## config.mk

```make
export PLATFORM = sky130hd
export DESIGN_NAME = snn_config_loader
export DESIGN_NICKNAME = d
export VERILOG_FILES = /design/src/rtl/snn_config_loader.sv
export SDC_FILE = /design/constraint.sdc
export NUM_CORES = 2
export LEC_CHECK = 0
export ABC_AREA = 0
export BUFFER_PORTS_ARGS = -buffer_cell sky130_fd_sc_hd__clkbuf_2
export CELL_PAD_IN_SITES_DETAIL_PLACEMENT = 0
export CELL_PAD_IN_SITES_GLOBAL_PLACEMENT = 1
export CORE_MARGIN = 4
export CORE_UTILIZATION = 35
export CTS_CLUSTER_SIZE = 25
export DETAILED_ROUTE_END_ITERATION = 16
export PLACE_DENSITY_LB_ADDON = 0.1
export SLEW_MARGIN = 10
export SYNTH_ARGS = -nofsm -noshare
export SYNTH_HDL_FRONTEND = slang
export SYNTH_SLANG_ARGS = --single-unit
```

## constraint.sdc

```tcl
create_clock -name clk -period 8.5 [get_ports clk]
set_input_delay 1.275 -clock clk [delete_from_list [all_inputs] [get_ports clk]]
set_output_delay 1.275 -clock clk [all_outputs]
set_load 0.02 [all_outputs]
```

## src/rtl/snn_config_loader.sv

```systemverilog
// Framed byte-stream loader for the SNN configuration bank: writes land in a shadow
// bank and are committed atomically on a good checksum; READ frames stream the active bank out.
module snn_config_loader #(
  parameter int NUM_BYTES = 80,
  parameter int ADDR_W    = 8
) (
  input  logic                   clk,
  input  logic                   reset,
  input  logic                   rx_valid,
  input  logic [7:0]             rx_byte,
  input  logic                   frame_abort,
  input  logic                   tx_ready,
  output logic                   tx_valid,
  output logic [7:0]             tx_byte,
  output logic [NUM_BYTES*8-1:0] cfg_data,
  output logic                   cfg_update,
  output logic                   err,
  output logic                   busy
);

  typedef enum logic [2:0] {IDLE, W_ADDR, W_LEN, W_DATA, W_CSUM, R_ADDR, R_LEN, R_SEND} state_t;

  state_t                        state_q, state_d;
  logic [NUM_BYTES-1:0][7:0]     active, shadow;
  logic [ADDR_W-1:0]             addr_q, len_q, ptr_q, cnt_q, rd_idx, rx_a;
  logic [7:0]                    sum_q, rd_byte;
  logic                          abort_now, do_commit, do_reject, op_err, rd_start;

  // addr+len evaluated one bit wider so it cannot wrap past the bank end
  function automatic logic range_ok(input logic [ADDR_W-1:0] a, input logic [ADDR_W-1:0] l);
    return ({1'b0, a} + {1'b0, l}) <= (ADDR_W+1)'(NUM_BYTES);
  endfunction

  assign rx_a      = ADDR_W'(rx_byte);
  assign abort_now = (state_q != IDLE) && frame_abort;
  assign cfg_data  = active;
  assign busy      = (state_q != IDLE);

  // read mux: first byte comes from the latched addr, later ones from ptr+1
  assign rd_idx = (state_q == R_LEN) ? addr_q : ptr_q + 1'b1;
  always_comb begin
    rd_byte = 8'h00;
    for (int k = 0; k < NUM_BYTES; k++)
      if (rd_idx == ADDR_W'(k)) rd_byte = active[k];
  end

  always_comb begin
    state_d   = state_q;
    do_commit = 1'b0;
    do_reject = 1'b0;
    op_err    = 1'b0;
    rd_start  = 1'b0;
    if (abort_now) state_d = IDLE;
    else begin
      case (state_q)
        IDLE:   if (rx_valid) begin
                  if (rx_byte == 8'h01)      state_d = W_ADDR;
                  else if (rx_byte == 8'h02) state_d = R_ADDR;
                  else                       op_err  = 1'b1;
                end
        W_ADDR: if (rx_valid) state_d = W_LEN;
        W_LEN:  if (rx_valid) state_d = (rx_byte != 8'h00) ? W_DATA : W_CSUM;
        W_DATA: if (rx_valid && cnt_q == ADDR_W'(1)) state_d = W_CSUM;
        W_CSUM: if (rx_valid) begin
                  state_d = IDLE;
                  if (rx_byte == sum_q && len_q != '0 && range_ok(addr_q, len_q)) do_commit = 1'b1;
                  else do_reject = 1'b1;
                end
        R_ADDR: if (rx_valid) state_d = R_LEN;
        R_LEN:  if (rx_valid) begin
                  if (rx_a != '0 && range_ok(addr_q, rx_a)) begin
                    state_d  = R_SEND;
                    rd_start = 1'b1;
                  end else begin
                    state_d = IDLE;
                    op_err  = 1'b1;
                  end
                end
        R_SEND: if (tx_ready && cnt_q == ADDR_W'(1)) state_d = IDLE;
        default: state_d = IDLE;
      endcase
    end
  end

  always_ff @(posedge clk) begin
    if (reset) begin
      state_q    <= IDLE;
      active     <= '0;
      shadow     <= '0;
      addr_q     <= '0;
      len_q      <= '0;
      ptr_q      <= '0;
      cnt_q      <= '0;
      sum_q      <= '0;
      tx_valid   <= 1'b0;
      tx_byte    <= '0;
      cfg_update <= 1'b0;
      err        <= 1'b0;
    end else begin
      state_q    <= state_d;
      cfg_update <= do_commit;
      err        <= op_err | do_reject;
      if (abort_now) begin
        shadow   <= active;
        tx_valid <= 1'b0;
      end else begin
        case (state_q)
          W_ADDR: if (rx_valid) begin
                    addr_q <= rx_a;
                    sum_q  <= rx_byte;
                  end
          W_LEN:  if (rx_valid) begin
                    len_q <= rx_a;
                    cnt_q <= rx_a;
                    ptr_q <= addr_q;
                    sum_q <= sum_q + rx_byte;
                  end
          W_DATA: if (rx_valid) begin
                    for (int k = 0; k < NUM_BYTES; k++)
                      if (ptr_q == ADDR_W'(k)) shadow[k] <= rx_byte;
                    ptr_q <= ptr_q + 1'b1;
                    cnt_q <= cnt_q - 1'b1;
                    sum_q <= sum_q + rx_byte;
                  end
          W_CSUM: begin
                    if (do_commit) active <= shadow;
                    if (do_reject) shadow <= active;
                  end
          R_ADDR: if (rx_valid) addr_q <= rx_a;
          R_LEN:  if (rx_valid) begin
                    len_q <= rx_a;
                    if (rd_start) begin
                      ptr_q    <= addr_q;
                      cnt_q    <= rx_a;
                      tx_valid <= 1'b1;
                      tx_byte  <= rd_byte;
                    end
                  end
          R_SEND: if (tx_ready) begin
                    if (cnt_q == ADDR_W'(1)) tx_valid <= 1'b0;
                    else begin
                      ptr_q   <= ptr_q + 1'b1;
                      cnt_q   <= cnt_q - 1'b1;
                      tx_byte <= rd_byte;
                    end
                  end
          default: ;
        endcase
      end
    end
  end

endmodule

```

Word-level counts from Yosys, hierarchy flattened
Cells that the tools add are included.
{"block": "classes", "n_reduce_logical": 108, "n_addsub": 5, "mux": 223, "bitwise": 2, "n_lt_le_gt_ge": 2, "eq_ne": 266}
{"cell": "$mux W640", "n": 3}
{"cell": "$mux W8", "n": 178}
{"cell": "$pmux W640 S2", "n": 1}
{"cell": "$eq A8 B6 Y1 const B", "n": 64}
{"cell": "$reduce_and A4 Y1", "n": 81}
{"cell": "$eq A8 B5 Y1 const B", "n": 32}
{"cell": "$eq A8 B7 Y1 const B", "n": 32}
{"cell": "$ne A3 B3 Y1 const B", "n": 83}
{"cell": "$eq A8 B4 Y1 const B", "n": 16}
{"cell": "$eq A8 B3 Y1 const B", "n": 8}
{"cell": "$pmux W8 S4", "n": 2}
{"cell": "$eq A8 B2 Y1 const B", "n": 5}
{"cell": "$mux W3", "n": 12}
{"cell": "$eq A8 B1 Y1 const B", "n": 4}
{"cell": "$pmux W8 S2", "n": 2}
{"cell": "$ne A2 B2 Y1 const B", "n": 13}
{"cell": "$pmux W3 S8", "n": 1}
{"cell": "$mux W1", "n": 22}
{"cell": "$add A8 B8 Y9", "n": 2}
{"cell": "$le A9 B7 Y1 const B", "n": 2}
{"cell": "$logic_not A8 Y1", "n": 2}
{"cell": "$reduce_bool A8 Y1", "n": 2}
{"cell": "$eq A3 B3 Y1 const B", "n": 4}
{"cell": "$reduce_and A3 Y1", "n": 3}
{"cell": "20 further kinds", "n": 32}
{"block": "totals", "register_bits": 1334, "word_cells": 776, "output_inout_bits": 652}

Logic depth before layout (Yosys ltp)
{"block": "logic_depth", "ltp_word": 86, "mapped_depth": 17, "ltp_nobuf": 14}

Worst setup path after synthesis
No wires, ideal clock.
{"block": "synth_path", "path_kind": "in2reg", "from": "input port rx_byte[1]", "to": "register tx_byte[3]", "arrival_time_ns": 4.280, "path_stages": 15, "setup_slack_ns": 4.090, "path_buffers": 2, "path_cell_list": "clkbuf_1 -> inv_1 -> fa_1 -> nor2b_1 -> o31a_1 -> or4_1 -> o21a_1 -> or4_1 -> o21ai_1 -> buf_2 -> nor2_1 -> a31oi_1 -> o211ai_1 -> a2111oi_0 -> a21oi_1"}
{"block": "synth_between", "elab_chain_len": 9, "elab_cells_between_ends": 10}
{"item": "from (decl)", "line": "10", "source": "input logic [7:0] rx_byte,"}
{"item": "$add A8 B8 Y9", "line": "31", "source": "return ({1'b0, a} + {1'b0, l}) <= (ADDR_W+1)'(NUM_BYTES);"}
{"item": "$le A9 B7 Y1", "line": "31"}
{"item": "$logic_and A1 B1 Y1 *", "line": "71", "source": "if (rx_a != '0 && range_ok(addr_q, rx_a)) begin"}
{"item": "$mux W1 *", "line": "71"}
{"item": "$mux W1 *", "line": "70", "source": "R_LEN: if (rx_valid) begin"}
{"item": "$mux W1 *", "line": "55", "source": "case (state_q)"}
{"item": "$mux W1 *", "line": "53", "source": "if (abort_now) state_d = IDLE;"}
{"item": "$ne A2 B2 Y1 (no source line) *"}
{"item": "$reduce_and A6 Y1 (no source line) *"}
{"item": "to (signal assigned)", "line": "136", "source": "tx_byte <= rd_byte;"}
{"item": "to (signal assigned)", "line": "144", "source": "tx_byte <= rd_byte;"}
{"item": "to (decl)", "line": "14", "source": "output logic [7:0] tx_byte,"}
Mark *: on every way between the ends. The rest lies on a longest branch, timed or not.
A chain may end at the register's enable or synchronous reset.

Final worst setup path
{"block": "layout_path", "from": "register state_q[2]", "to": "register tx_byte[3]"}
{"block": "layout_between", "elab_chain_len": 86, "elab_cells_between_ends": 179}
{"item": "from (decl)", "line": "23", "source": "state_t state_q, state_d;"}
{"item": "from (signal assigned)", "line": "100", "source": "state_q <= state_d;"}
{"item": "$eq A3 B3 Y1", "line": "40, 55, 107"}
{"item": "$mux W8", "line": "40", "source": "assign rd_idx = (state_q == R_LEN) ? addr_q : ptr_q + 1'b1;"}
{"item": "$logic_not A8 Y1", "line": "44", "source": "if (rd_idx == ADDR_W'(k)) rd_byte = active[k];"}
{"item": "$mux W8 (80 in a row)", "line": "44"}
{"item": "$mux W8 (on tied branches)", "line": "140, 132"}
{"item": "$mux W8 (on tied branches)", "line": "139, 130"}
{"item": "$pmux W8 S2", "line": "107", "source": "case (state_q)"}
Several ways; a longest one is shown, not always the timed one. The select of a mux whose other input is x is not followed.

==> impl_metrics.toml <==
[setup_path]
critPathKind = "reg2reg"
cp_slowest_stage_delay_ns = 1.07
cp-end-kind = "flop"
crit_slowest_cell = "a2111oi_0"
path_max_fanout = 31
crit_path_frequent_cell = "a2111oi_0"
crit_family = "compound AO/OA/AOI/OAI gates"
startpoint_type = "flop"
critPathArrivalTime_ns = 7.86
required_ns = 9.21
path_cells = "nand3b_2, buf_4, or3_1, o211a_1, nor3_2, nand2_1, o22ai_1, a41oi_1, a2111oi_0, o211ai_1, a2111oi_0, a21oi_1"
critPathBufInv = 1

[sta]
setup_viol = 0
slew_violations = 2
finalClockSkew_ns = 0.04029
max_freq_mhz = 139.9
rsz0062_at_grt = "no"
slew_headroom = -0.02624
period_share = 0.8409
worst_pin_slew_ns = 1.501
period_needed_ns = 7.147
hold_viol_final = 0
whs_ns = 0.4345
fin_setup_tns_ns = 0

[final_layout]
n_fill_cell = 18070
layout.nets = 8749
area_growth_syn_to_layout_pct = 17.36
fin_area_um2 = 72360
final_layout_size_suffix_gt1_frac = 0.2037

[clock_network]
cts_buffers = 157
cts_setup_buffers = 0
cts_max_level = 4
clkSinkCount = 1334
cts_root_buf = "clkbuf_16"
cts_resized = 0
cts_buffer_depth = 3
cts_hold_repair.buffers = 0
clock_latency_ns = 0.85
cts_tree = "built"
path_clk_slew_ns = 0.06

[floorplanning]
fp.dieW_um = 427.7
fp.dieH_um = 427.7
dieArea_um2 = 182900
start_util = 0.3532
num_rows = 153
ios = 665
core_area_um2 = 174600

[route]
drt-initial-drc-count = 8113
route.vias.total = 66350
routed_via_density = 5.938
dr_wl_met3_um = 26750
wl_um = 336200
drc = 0
first_pass_iters = 6
highest_layer = "met5"
ant_nets = 0
wl_per_cell_um = 30.09
route.layer.met1.wl_um = 144300
wl_met2_um = 147800

[place]
io_buffers = 664
globalplace.congestion = 0.9654
post_dp_cell_area_um2 = 67140
hpwlAfterDp_um = 234900

[yosys]
synth_flop_cell = "dfxtp_1"
async_reset_ff_frac = 0
yosys_register_bits = 1334
synth_cell_types = 102
synth_edf_count = 0
avgSynthCellArea_um2 = 7.388
synth_nets = 8391
ys.warnings.count = 0
mappedNetlistArea_um2 = 61660
ys_seq_area_frac = 0.4331
yosysTopAreaCell = "dfxtp_1"
synthTopCellsByCount = "2,133 x nand2_1, 2,031 x a21oi_1, 1,334 x dfxtp_1"
synth_cells = 8346
synth.most_common_cell = "nand2_1"
synth_top_area_share = 0.4331
synthTopCellsByArea = "dfxtp_1 43%, a21oi_1 16%, nand2_1 13%"

[outcome]
outcome = "complete, but fails checks"
violations = "capacitance limit, slew limit"

[pwr]
vdd_ir_drop_max_mv = 0.1551
leakage_nw = 25.00
power_mw = 15.45
power.density_nw_per_um2 = 213.5

[hold_path]
hold_class = "reg2reg"

[global_routing]
grt_pass1_vias = 59320
grt.total_usage = 0.3508
overflow = 0
grt_pass1_wl_um = 466000
grt_max_degree = 223
antenna_found_initial = 13

[job]
max_cap_viol_count = 2
==> kinds of logic (layout without fill, tap and decap cells) <==
logic type      Yosys count  after routing  synth area share
simple gates           3357           3357            0.2457
other cells               0             21                 0
xor+xnor                 16             16          0.002273
flops                  1334           1334            0.4331
buf+inv                 688           1169           0.04345
compound gates         2895           2895            0.2645
fa+ha+maj                32             32          0.006859
mux                      24             24          0.004059
==> through the flow <==
step	util	setup WS, ns	instances
finish	0.4145	1.353	11170
global route	0.4143	1.225	11160
CTS	0.4141	1.667	11150
detailed placement	0.3846	1.679	10870
global placement	0.3845	1.693	10870
floorplan	-	4.090	8346
==> layout by cell type, fill, tap and decap left out, types with 13 or more instances in the layout <==
cell type,count
a211oi_1,48
clkbuf_1,54
o221ai_1,45
a31oi_1,25
a211o_1,13
o22a_1,13
nand3_1,75
or3_1,16
dfxtp_1,1334
clkbuf_2,663
nor2b_1,24
buf_4,162
a21o_1,14
o2111ai_1,17
a221oi_1,49
a221o_1,19
nand4_1,39
a22oi_1,49
clkbuf_16,161
o21ai_1,75
ha_1,29
o22ai_1,54
or2_2,632
inv_1,44
nor4_1,34
nand2_1,2133
clkbuf_8,34
buf_12,14
o211ai_1,32
o21a_1,18
a21oi_1,2031
diode_2,21
nor2_1,209
o21ai_0,220
nor3_1,74
==> registers in the layout, indices dropped and copies added (netlist names) <==
signal and count:
addr_q 8, state_q 3, ptr_q 8, sum_q 8, shadow 640, cfg_update 1
err 1, len_q 8, cnt_q 8, tx_valid 1, cfg_data 640, tx_byte 8
==> path summary, 6_finish.rpt <==
| kind | startpoint | to | slack (ns) | cells past startpoint |
|---|---|---|---|---|
| worst max-delay path | state_q[2] | tx_byte[3] | 1.35 | 12 |
| worst min-delay path | shadow[321] | cfg_data[321] | 0.43 | 2 |
| worst max register to register | state_q[2] | tx_byte[3] | 1.35 | 12 |
| worst min register to register | shadow[321] | cfg_data[321] | 0.43 | 2 |
==> layout make-up <==
class	count	area, um2	share of cell area
multi-input combinational	6324	32540	0.4496
sequential	1334	26710	0.3690
timing repair buffer	842	4840	0.06688
clock buffer	249	4700	0.06494
tap	2325	2909	0.04020
clock inverter	33	450.4	0.006225
inverter	45	168.9	0.002334
antenna	21	52.55	0.0007262
==> metal layers <==
| layer | GRT usage | vias to the layer above |
|---|---|---|
| met3 | 0.06578 | 606 |
| met2 | 0.5327 | 3124 |
| met1 | 0.4790 | 32970 |
| li1 | - | 29640 |
| met5 | 0 | - |
| met4 | 0.1679 | 6 |
==> worst reg2reg max path: stages, from the launching register on <==
cell and delay (ns):
dfxtp_1 0.79, nand3b_2 0.86, buf_4 0.54, or3_1 0.37, o211a_1 0.31, nor3_2 0.84
nand2_1 0.42, o22ai_1 0.58, a41oi_1 0.13, a2111oi_0 1.07, o211ai_1 0.42, a2111oi_0 0.57
a21oi_1 0.14
==> power by group <==
group / total, mW / internal [mW] / switching [mW]
clock network: 6.89 / 4.01 / 2.88
logic: 1.88 / 0.546 / 1.33
registers: 6.68 / 6.54 / 0.142
total: 15.4 / 11.1 / 4.35
(Power assumes the default switching activity.)
